<file path="config.mk">
export PLATFORM = sky130hd
export DESIGN_NAME = bram_port_arbiter
export DESIGN_NICKNAME = d
export VERILOG_FILES = /design/src/rtl/bram_port_arbiter.sv
export SDC_FILE = /design/constraint.sdc
export NUM_CORES = 1
export LEC_CHECK = 0
export CAP_MARGIN = 20
export CORE_UTILIZATION = 33
export DETAILED_ROUTE_END_ITERATION = 7
export GPL_ROUTABILITY_DRIVEN = 1
export GPL_TIMING_DRIVEN = 0
export PLACE_DENSITY = 0.83
export SETUP_SLACK_MARGIN = 0.5
export SYNTH_ARGS = -nofsm -noshare
export SYNTH_HDL_FRONTEND = slang
export SYNTH_SLANG_ARGS = --single-unit
</file>
<file path="constraint.sdc">
create_clock -name clk -period 2.9 [get_ports clk]
set_clock_uncertainty 0.15 [all_clocks]
set_input_delay 0.58 -clock clk [delete_from_list [all_inputs] [get_ports clk]]
set_output_delay 0.58 -clock clk [all_outputs]
set_load 0.01 [all_outputs]
</file>
<file path="src/rtl/bram_port_arbiter.sv">
// Round-robin sharing of BRAM port A among NREQ requesters, 2-cycle read return.
// Define BRAM_ARB_PARITY_EN to generate write parity and check read parity.
module bram_port_arbiter #(
  parameter int NREQ   = 3,
  parameter int ADDR_W = 10
) (
  input  logic                   clk,
  input  logic                   rst,
  input  logic [NREQ-1:0]        req_val,
  input  logic [NREQ-1:0]        req_we,
  input  logic [NREQ*ADDR_W-1:0] req_addr,
  input  logic [NREQ*16-1:0]     req_wdata,
  output logic [NREQ-1:0]        req_rdy,
  output logic [NREQ-1:0]        rsp_val,
  output logic [15:0]            rsp_data,
  output logic                   rsp_perr,
  output logic                   ram_ena,
  output logic                   ram_wea,
  output logic                   ram_ssra,
  output logic [ADDR_W-1:0]      ram_addra,
  output logic [15:0]            ram_dia,
  output logic [1:0]             ram_dipa,
  input  logic [15:0]            ram_doa,
  input  logic [1:0]             ram_dopa
);

  localparam int IDW = $clog2(NREQ);

  logic [IDW-1:0] last_q, last_d;
  logic [IDW-1:0] win_id, cand;
  logic           found;
  logic           s1_vld_q, s1_vld_d;
  logic [IDW-1:0] s1_id_q;
  logic           s2_vld_q;
  logic [IDW-1:0] s2_id_q;
  logic [15:0]    s2_data_q;

  // Cyclic search starting just after the last winner
  always_comb begin
    found  = 1'b0;
    win_id = '0;
    cand   = '0;
    for (int k = 1; k <= NREQ; k++) begin
      cand = IDW'((int'(last_q) + k) % NREQ);
      if (!found && req_val[cand]) begin
        found  = 1'b1;
        win_id = cand;
      end
    end
    if (rst) found = 1'b0;
  end

  assign req_rdy = found ? (NREQ'(1) << win_id) : '0;

  always_comb begin
    ram_ena   = found;
    ram_wea   = 1'b0;
    ram_addra = '0;
    ram_dia   = '0;
    if (found) begin
      ram_wea   = req_we[win_id];
      ram_addra = req_addr[int'(win_id)*ADDR_W +: ADDR_W];
      ram_dia   = req_wdata[int'(win_id)*16 +: 16];
    end
  end

  assign ram_ssra = rst;
  assign last_d   = found ? win_id : last_q;
  assign s1_vld_d = found & ~ram_wea;

  always_ff @(posedge clk) begin
    if (rst) begin
      last_q    <= IDW'(NREQ-1);
      s1_vld_q  <= 1'b0;
      s1_id_q   <= '0;
      s2_vld_q  <= 1'b0;
      s2_id_q   <= '0;
      s2_data_q <= '0;
    end else begin
      last_q   <= last_d;
      s1_vld_q <= s1_vld_d;
      if (found) s1_id_q <= win_id;
      s2_vld_q <= s1_vld_q;
      s2_id_q  <= s1_id_q;
      if (s1_vld_q) s2_data_q <= ram_doa;
    end
  end

  assign rsp_val  = s2_vld_q ? (NREQ'(1) << s2_id_q) : '0;
  assign rsp_data = s2_data_q;

`ifdef BRAM_ARB_PARITY_EN
  logic [1:0] s2_par_q;

  always_ff @(posedge clk) begin
    if (rst) begin
      s2_par_q <= '0;
    end else if (s1_vld_q) begin
      s2_par_q <= ram_dopa;
    end
  end

  assign ram_dipa = {^ram_dia[15:8], ^ram_dia[7:0]};
  assign rsp_perr = s2_vld_q &
    (s2_par_q != {^s2_data_q[15:8], ^s2_data_q[7:0]});
`else
  logic [1:0] unused_dopa;

  assign unused_dopa = ram_dopa;
  assign ram_dipa    = 2'b00;
  assign rsp_perr    = 1'b0;
`endif

endmodule

</file>
Word-level counts from Yosys, hierarchy flattened
Index checks and enable logic that the tools add are counted.
- output and inout port bits: 54
- logic and storage cells: 47
- bits in registers: 24
- input port bits: 104
- div/mod/pow operators: 3
- bitwise logic cells: 2
- shifts and indexed selects: 4
- add/subtract/negate cells: 3
- multipliers: 1
- multiplexer cells: 20
- magnitude comparators: 4
- reduce and logical (&&, ||, !) cells: 4
- operators with widths (kind ; count):
    32-bit by 3-bit remainder unit with 32-bit output, second input constant ; 3
    48-bit by 7-bit indexed part select with 16-bit output ; 1
    30-bit by 7-bit indexed part select with 10-bit output ; 1
    16-bit two-way mux ; 1
    2-bit by 3-bit less-than comparator with 1-bit output, second input constant ; 4
    10-bit two-way mux ; 1
    1-bit two-way mux ; 9
    1-bit binary-select mux with 2-bit select ; 4
    2-bit by 2-bit adder with 3-bit output, second input constant ; 2
    2-bit two-way mux ; 3
    3-bit two-way mux ; 2
    1-bit by 2-bit left shift with 3-bit output, first input constant ; 2
    2-bit by 3-bit multiplier with 5-bit output, second input constant ; 1
    2-bit by 1-bit adder with 3-bit output, second input constant ; 1
    1-bit logical AND ; 2
    1-bit logical NOT ; 2
    1-bit AND ; 1
    1-bit inverter ; 1

Logic depth before layout (Yosys ltp)
Gate-level depths: netlist (run 1).
- depth after elaboration: 16
- gate-level depth with buffers: 10
- gate-level depth less buffers: 7

Worst setup path before layout (run 1)
Ideal clock, no wire load.
- path kind: reg2out
- from: reg last_q[0]
- to: out ram_addra[0]
- setup slack: 4 ps
- data arrival time: 2166 ps
- cell stages (with the launch flop): 9
- required time: 2170 ps
- cell sequence: dfxtp_1 inv_1 ha_1 buf_2 nor3b_2 clkbuf_1 clkbuf_1 o21ai_0 a311oi_1
- word-level cells in the longest chain between the ends: 14
- elaborated cells between the ends (all ways): 26
- those cells by class: add/sub: 3; mul: 1; div: 3; shift: 1; mux: 14; reduce/logical: 4
- ends and longest elaborated chain (item ; line ; source):
    from (decl) ; 29 ; logic [IDW-1:0] last_q, last_d;
    from (signal assigned) ; 73 ; last_q <= IDW'(NREQ-1);
    from (signal assigned) ; 80 ; last_q <= last_d;
    2-bit by 1-bit adder with 3-bit output ; 44 ; cand = IDW'((int'(last_q) + k) % NREQ);
    32-bit by 3-bit remainder unit with 32-bit output ; 44 ;
    1-bit binary-select mux with 2-bit select ; 45 ; if (!found && req_val[cand]) begin
    1-bit two-way mux (not written as such) ; 45 ;
    1-bit two-way mux ; 45 ;
    1-bit logical NOT ; 45 ;
    1-bit logical AND ; 45 ;
    1-bit two-way mux ; 45 ;
    1-bit logical NOT ; 45 ;
    1-bit logical AND ; 45 ;
    2-bit two-way mux ; 45 ;
    2-bit by 3-bit multiplier with 5-bit output ; 62 ; ram_addra = req_addr[int'(win_id)*ADDR_W +: ADDR_W];
    30-bit by 7-bit indexed part select with 10-bit output ; 62 ;
    10-bit two-way mux * ; 60 ; if (found) begin
    to (decl) ; 20 ; output logic [ADDR_W-1:0] ram_addra,
Mark *: on every way between the ends. The rest lies on a longest branch, timed or not. The select of a mux whose other input is x is not followed.

Final worst setup path (run 1)
- from: reg last_q[0]
- to: out ram_addra[3]
The elaborated chain is that of the path after synthesis.

==> results.py, run 1 <==
metrics = {
    "yosys": {
        "synth_flop_cell": "dfxtp_1",
        "synthArstFlopShare_pct": 0,
        "ys_seq_area_share_pct": 24.7,
        "synth_seq_cells": 23,
        "synth_cells": 250,
        "yosys_warnings": 0,
        "synth-edff-count": 0,
        "synth.avg_cell_area_sq_um": 7.46,
        "synth_cell_types": 39,
        "netlist_area_sq_um": 1870,
    },
    "sta": {
        "worst_pin_slew_ns": 0.682,
        "slew_headroom_pct": 54.5,
        "max_freq_ghz": 0.308,
        "finalHoldViolCount": 0,
        "finalCritPeriodShare_pct": 112,
        "rsz0062_at_grt": "yes",
        "slew_violations": 0,
        "min_period_ns": 3.25,
        "hold_ws_ns": 0.322,
        "final-setup-viol-count": 31,
        "worst_slack_ns": -0.351,
    },
    "worst_setup_path": {
        "critical_path_class": "reg2out",
        "path_max_fanout": 6,
        "startpoint_type": "flop",
        "r2r_slack_ns": 0.46,
        "worstPathArrival_ns": 2.52,
        "cp-end-kind": "output pin",
        "cp.required_ns": 2.17,
    },
    "die": {
        "std_cell_rows": 27,
        "die_y_microns": 77.2,
        "ios": 158,
        "dieArea_sq_um": 5960,
        "initial_utilization_pct": 34.1,
        "core_area_sq_um": 5470,
        "die_x_microns": 77.2,
    },
    "place": {
        "gp_congestion": 0.871,
        "port_buffers": 152,
        "placed_area_sq_um": 3840,
        "dp_slack_ns": -1.10,
        "dp_cells": 476,
        "place.detailed.hpwl_microns": 6280,
    },
    "grt": {
        "grt_max_degree": 13,
        "grt_pass1_wl_microns": 13200,
        "antenna_found_initial": 0,
        "grt_overflow": 0,
        "grt_pass1_vias": 2703,
        "grt_util_all_layers_pct": 27.6,
    },
    "routing": {
        "wl_per_cell_microns": 17.5,
        "vias_per_cell": 5.40,
        "drtIter0Drc": 113,
        "routed_wl_microns": 8890,
        "drcViolationCount": 0,
        "vias": 2750,
        "dr.pass1.iters": 4,
        "drtAntennaViolNets": 0,
    },
    "clock_network": {
        "tritoncts": "built",
        "clock-sinks": 23,
        "clock-root-buffer": "clkbuf_8",
        "cts_inserted_buffers": 3,
        "cts_buffer_depth": 2,
        "path_clk_slew_ns": 0.08,
        "htreeDepth": 1,
        "clkLatencyLatePin_ns": 0.26,
    },
    "cells_and_area": {
        "area_delta_synth_final_pct": 125,
        "nFillCells": 392,
        "nets": 546,
        "stdcell_count": 509,
        "layout_common_cells": "clkdlybuf4s50_1, nor2_1, buf_2",
        "finalInstanceArea_sq_um": 4210,
        "layout_commonest_cell": "clkdlybuf4s50_1",
        "drive_gt1_share_pct": 33.4,
        "antenna_cells": 0,
    },
    "power_and_ir_drop": {
        "powerDensity_nw_per_um2": 848,
        "leakage_nw": 1.67,
        "ir_worst_vdd_mv": 0.503,
        "power_mw": 3.57,
    },
    "run_status": {
        "status": "finished, violations left",
        "violations": "setup timing",
    },
    "worst_hold_path": {
        "min_path_type": "reg2reg",
    },
    "flow_run": {
        "max-cap-violations": 0,
    },
}
worst paths after layout:
check | startpoint | endpoint | cells after the start
worst min-delay path | s1_id_q[1] | s1_id_q[1] | 2
worst max-delay path | last_q[0] | ram_addra[3] | 12
worst min register to register | s1_id_q[1] | s1_id_q[1] | 2
worst max register to register | last_q[0] | s1_vld_q | 11
logic make-up (layout without fill, tap and decap cells):
kind of cell	Yosys count	count (layout)	synth area share, %
muxes	21	21	11.6
buffers and inverters	35	220	9.39
DFF	23	23	24.7
adders and majority gates	4	4	2.68
AOI/OAI and AO/OA	65	65	26.2
other	1	3	0.201
and+or+nand+nor	101	101	25.3
routing by layer:
| metal | vias up | track usage (%) | wire [microns] |
|---|---|---|---|
| li1 | 1293 | - | - |
| met1 | 1314 | 31.0 | 3440 |
| met2 | 109 | 49.6 | 4520 |
| met3 | 34 | 5.48 | 492 |
| met4 | 0 | 12.6 | 435 |
| met5 | - | 0 | 0 |
critical path, cell delays in order (launching register included):
cell and delay, ns:
dfxtp_4 0.39, inv_4 0.05, ha_4 0.15, buf_8 0.13, mux2i_4 0.19, o22ai_4 0.27, buf_12 0.15, o41ai_4 0.08
buf_4 0.17, buf_6 0.12, buf_12 0.12, a311oi_2 0.26, buf_2 0.18
synth_stat cells (all sizes together), types with 4 or more instances:
library cell / number / share of area, %
nand3: 27 / 7.2
clkbuf: 13 / 2.7
nor2b: 4 / 1.3
nand2: 8 / 1.6
mux2i: 19 / 10
o21ai: 28 / 7.5
dfxtp: 23 / 25
nor2: 50 / 10
ha: 4 / 2.7
inv: 6 / 1.2
buf: 16 / 5.5
a311oi: 26 / 12
report_power, final:
group / internal, mW / switching (mW) / leakage (nW)
Combinational: 1.47 / 1.46 / 1.46
Sequential: 0.397 / 0.0510 / 0.189
Clock: 0.0981 / 0.0976 / 0.0228
Total: 1.96 / 1.61 / 1.67
flip-flops by register name, summed over array words and instances, names as in the netlist:
signal	count
rsp_data	16
last_q	2
s2_id_q	2
s1_id_q	1
s1_vld_q	1
s2_vld_q	1
metrics by stage:
stage / setup TNS (ns) / utilization [%]
after floorplan: 0 / -
after global routing: -10.99 / 76.9
after CTS: -10.10 / 73.3
after detailed placement: -29.40 / 70.1
after global placement: -28.16 / 70.1
final: -8.63 / 76.9
timing repair:
action,in CTS,in global routing
endpoints found under the setup margin,36,33
hold buffers,0,0
cloned,2,2
buffers inserted,13,12
gates resized for setup,163,38
pin swaps,12,15
cell type report:
cell class / count / area, sq um / share of cell area (%)
Multi-Input combinational cell: 194 / 1600 / 37.9
Timing Repair Buffer: 181 / 1700 / 40.4
Inverter: 6 / 27.5 / 0.654
Tap cell: 72 / 90.1 / 2.14
Sequential cell: 23 / 468 / 11.1
Clock buffer: 4 / 45.0 / 1.07
Buffer: 29 / 280 / 6.66
(Power assumes the default switching activity.)
==> inputs of run 2 (changes only) <==
--- a/config.mk
+++ b/config.mk
@@ -10,7 +10,7 @@
 export DETAILED_ROUTE_END_ITERATION = 7
 export GPL_ROUTABILITY_DRIVEN = 1
 export GPL_TIMING_DRIVEN = 0
-export PLACE_DENSITY = 0.83
+export PLACE_DENSITY_LB_ADDON = 0.05
 export SETUP_SLACK_MARGIN = 0.5
 export SYNTH_ARGS = -nofsm -noshare
 export SYNTH_HDL_FRONTEND = slang
==> run 2 against run 1 <==
Net effect:
- the run still ends with setup timing left
- power shrank 0.85%
- worst setup slack improved by 0.042 ns
- clock-buffer cell count is 1 lower
- critical path depth is 2 higher
- utilization up 1.0 points
- combinational power hardly changed
- critical path type unchanged
- largest cell class unchanged
==> results.py, run 2 (same netlist as run 1, synthesis figures left out) <==
metrics = {
    "power_and_ir_drop": {
        "power_mw": 3.54,
        "leakage_nw": 1.70,
        "powerDensity_nw_per_um2": 830,
        "ir_worst_vdd_mv": 0.435,
    },
    "clock_network": {
        "hold_buffers": 0,
        "clock-sinks": 23,
        "cts_inserted_buffers": 3,
        "clkLatencyLatePin_ns": 0.26,
        "path_clk_slew_ns": 0.08,
        "tritoncts": "built",
        "cts_buffer_depth": 2,
        "htreeDepth": 1,
        "clock-root-buffer": "clkbuf_8",
    },
    "cells_and_area": {
        "drive_gt1_share_pct": 33.9,
        "multiInputGateArea_sq_um": 1620,
        "layout_commonest_cell": "clkdlybuf4s50_1",
        "area_delta_synth_final_pct": 128,
        "nets": 548,
        "nFillCells": 417,
        "final-seq-area_sq_um": 468,
        "largest_reg_flops": 16,
        "antenna_cells": 0,
        "layout_common_cells": "clkdlybuf4s50_1, nor2_1, buf_2",
    },
    "die": {
        "core_area_sq_um": 5470,
        "std_cell_rows": 27,
        "dieArea_sq_um": 5960,
        "die_y_microns": 77.2,
        "die_x_microns": 77.2,
        "initial_utilization_pct": 34.1,
        "ios": 158,
    },
    "place": {
        "gp_congestion": 0.870,
        "port_buffers": 152,
        "place.detailed.hpwl_microns": 5820,
    },
    "worst_setup_path": {
        "cp.buffers_inverters": 8,
        "worstPathArrival_ns": 2.48,
        "critPathMaxStageDelay_ns": 0.39,
        "cp_top_family": "buffers and inverters",
        "cp.required_ns": 2.17,
        "critical_path_class": "reg2out",
        "cp-end-kind": "output pin",
        "startpoint_type": "flop",
        "crit_path_cell_trace": "inv_4 > ha_4 > buf_6 > buf_6 > nand2_4 > o32ai_4 > buf_6 > o221ai_4 > buf_6 > buf_6 > buf_6 > nand3_2 > a311oi_2 > buf_2",
        "cpMostUsedCell": "buf_6",
        "path_max_fanout": 5,
        "cp_slowest_cell": "dfxtp_4",
    },
    "run_status": {
        "violations": "setup timing",
        "status": "finished, violations left",
    },
    "worst_hold_path": {
        "min_path_type": "reg2reg",
    },
    "sta": {
        "worst_pin_slew_ns": 0.661,
        "worst_slack_ns": -0.309,
        "max_freq_ghz": 0.312,
        "slew_violations": 0,
        "finalCritPeriodShare_pct": 111,
        "slew_headroom_pct": 55.9,
        "final-setup-viol-count": 31,
        "rsz0062_at_grt": "yes",
        "finalHoldViolCount": 0,
        "min_period_ns": 3.21,
        "hold_ws_ns": 0.314,
    },
    "routing": {
        "drcViolationCount": 0,
        "vias_per_cell": 5.25,
        "drtIter0Drc": 70,
        "vias": 2683,
        "drtAntennaViolNets": 0,
        "dr.pass1.iters": 4,
        "routed_wl_microns": 8150,
        "wl_per_cell_microns": 15.9,
    },
    "grt": {
        "grt_max_degree": 14,
        "grt_overflow": 0,
        "grt_util_all_layers_pct": 26.0,
        "grt_pass1_wl_microns": 12600,
        "antenna_found_initial": 0,
        "grt_pass1_vias": 2719,
    },
    "flow_run": {
        "max-cap-violations": 0,
    },
}
[run 2: cell count changes in the layout (fill, tap and decap cells not counted), sizes merged]
cell / delta
clkdlybuf4s15: -1
clkbuf: +1
buf: +1
clkinv: +1
[run 2: where the power goes]
group,internal [mW],switching (mW),total (mW)
registers,0.397,0.0497,0.446
logic,1.47,1.42,2.90
clock network,0.0957,0.0997,0.195
[run 2: repair_timing]
action	in CTS	in global routing
setup endpoints to repair	36	32
pin swaps	5	16
gates resized for setup	165	36
setup buffers	17	12
cloned	1	1
[run 2: worst reg2reg max path: stages (launching register included)]
cell and delay [ns]:
dfxtp_4 0.37, inv_4 0.07, ha_4 0.13, buf_8 0.12, mux2i_4 0.26, o22ai_4 0.12
buf_6 0.15, o41ai_4 0.35, buf_6 0.19, buf_4 0.12, inv_1 0.04, and4_1 0.16
[run 2: path summary, 6_finish.rpt]
path | cells after the start | startpoint | end | slack (ns)
worst max register to register | 11 | last_q[0] | s1_vld_q | 0.57
worst max-delay path | 14 | last_q[1] | ram_addra[0] | -0.31
worst min register to register | 2 | s1_id_q[1] | s1_id_q[1] | 0.31
worst min-delay path | 2 | s1_id_q[1] | s1_id_q[1] | 0.31
[run 2: metal layers]
layer | up-vias | global-route usage (%) | wire (microns)
met5 | - | 0 | 0
met4 | 0 | 6.42 | 136
met3 | 14 | 7.98 | 532
met2 | 94 | 49.3 | 4310
met1 | 1279 | 27.4 | 3170
li1 | 1296 | - | -
[run 2: through the flow]
stage / TNS, ns / util (%) / cell area (sq um) / cells / setup WS [ns]
2_1_floorplan: 0 / - / 2230 / 252 / 0.244
3_3_place_gp: -28.51 / 70.1 / 3840 / 476 / -1.11
3_5_place_dp: -28.89 / 70.1 / 3840 / 476 / -1.12
4_1_cts: -9.85 / 73.5 / 4030 / 498 / -0.360
5_1_grt: -11.36 / 77.9 / 4260 / 511 / -0.420
6_report: -8.14 / 77.9 / 4260 / 511 / -0.309
[run 2: layout make-up]
cell class	instances	share of cell area (%)
clock inverter	1	0.117
sequential	23	11.0
clock buffer	3	0.969
timing repair buffer	183	40.9
tap	72	2.11
inverter	6	0.646
buffer	29	6.25
multi-input combinational	194	38.1
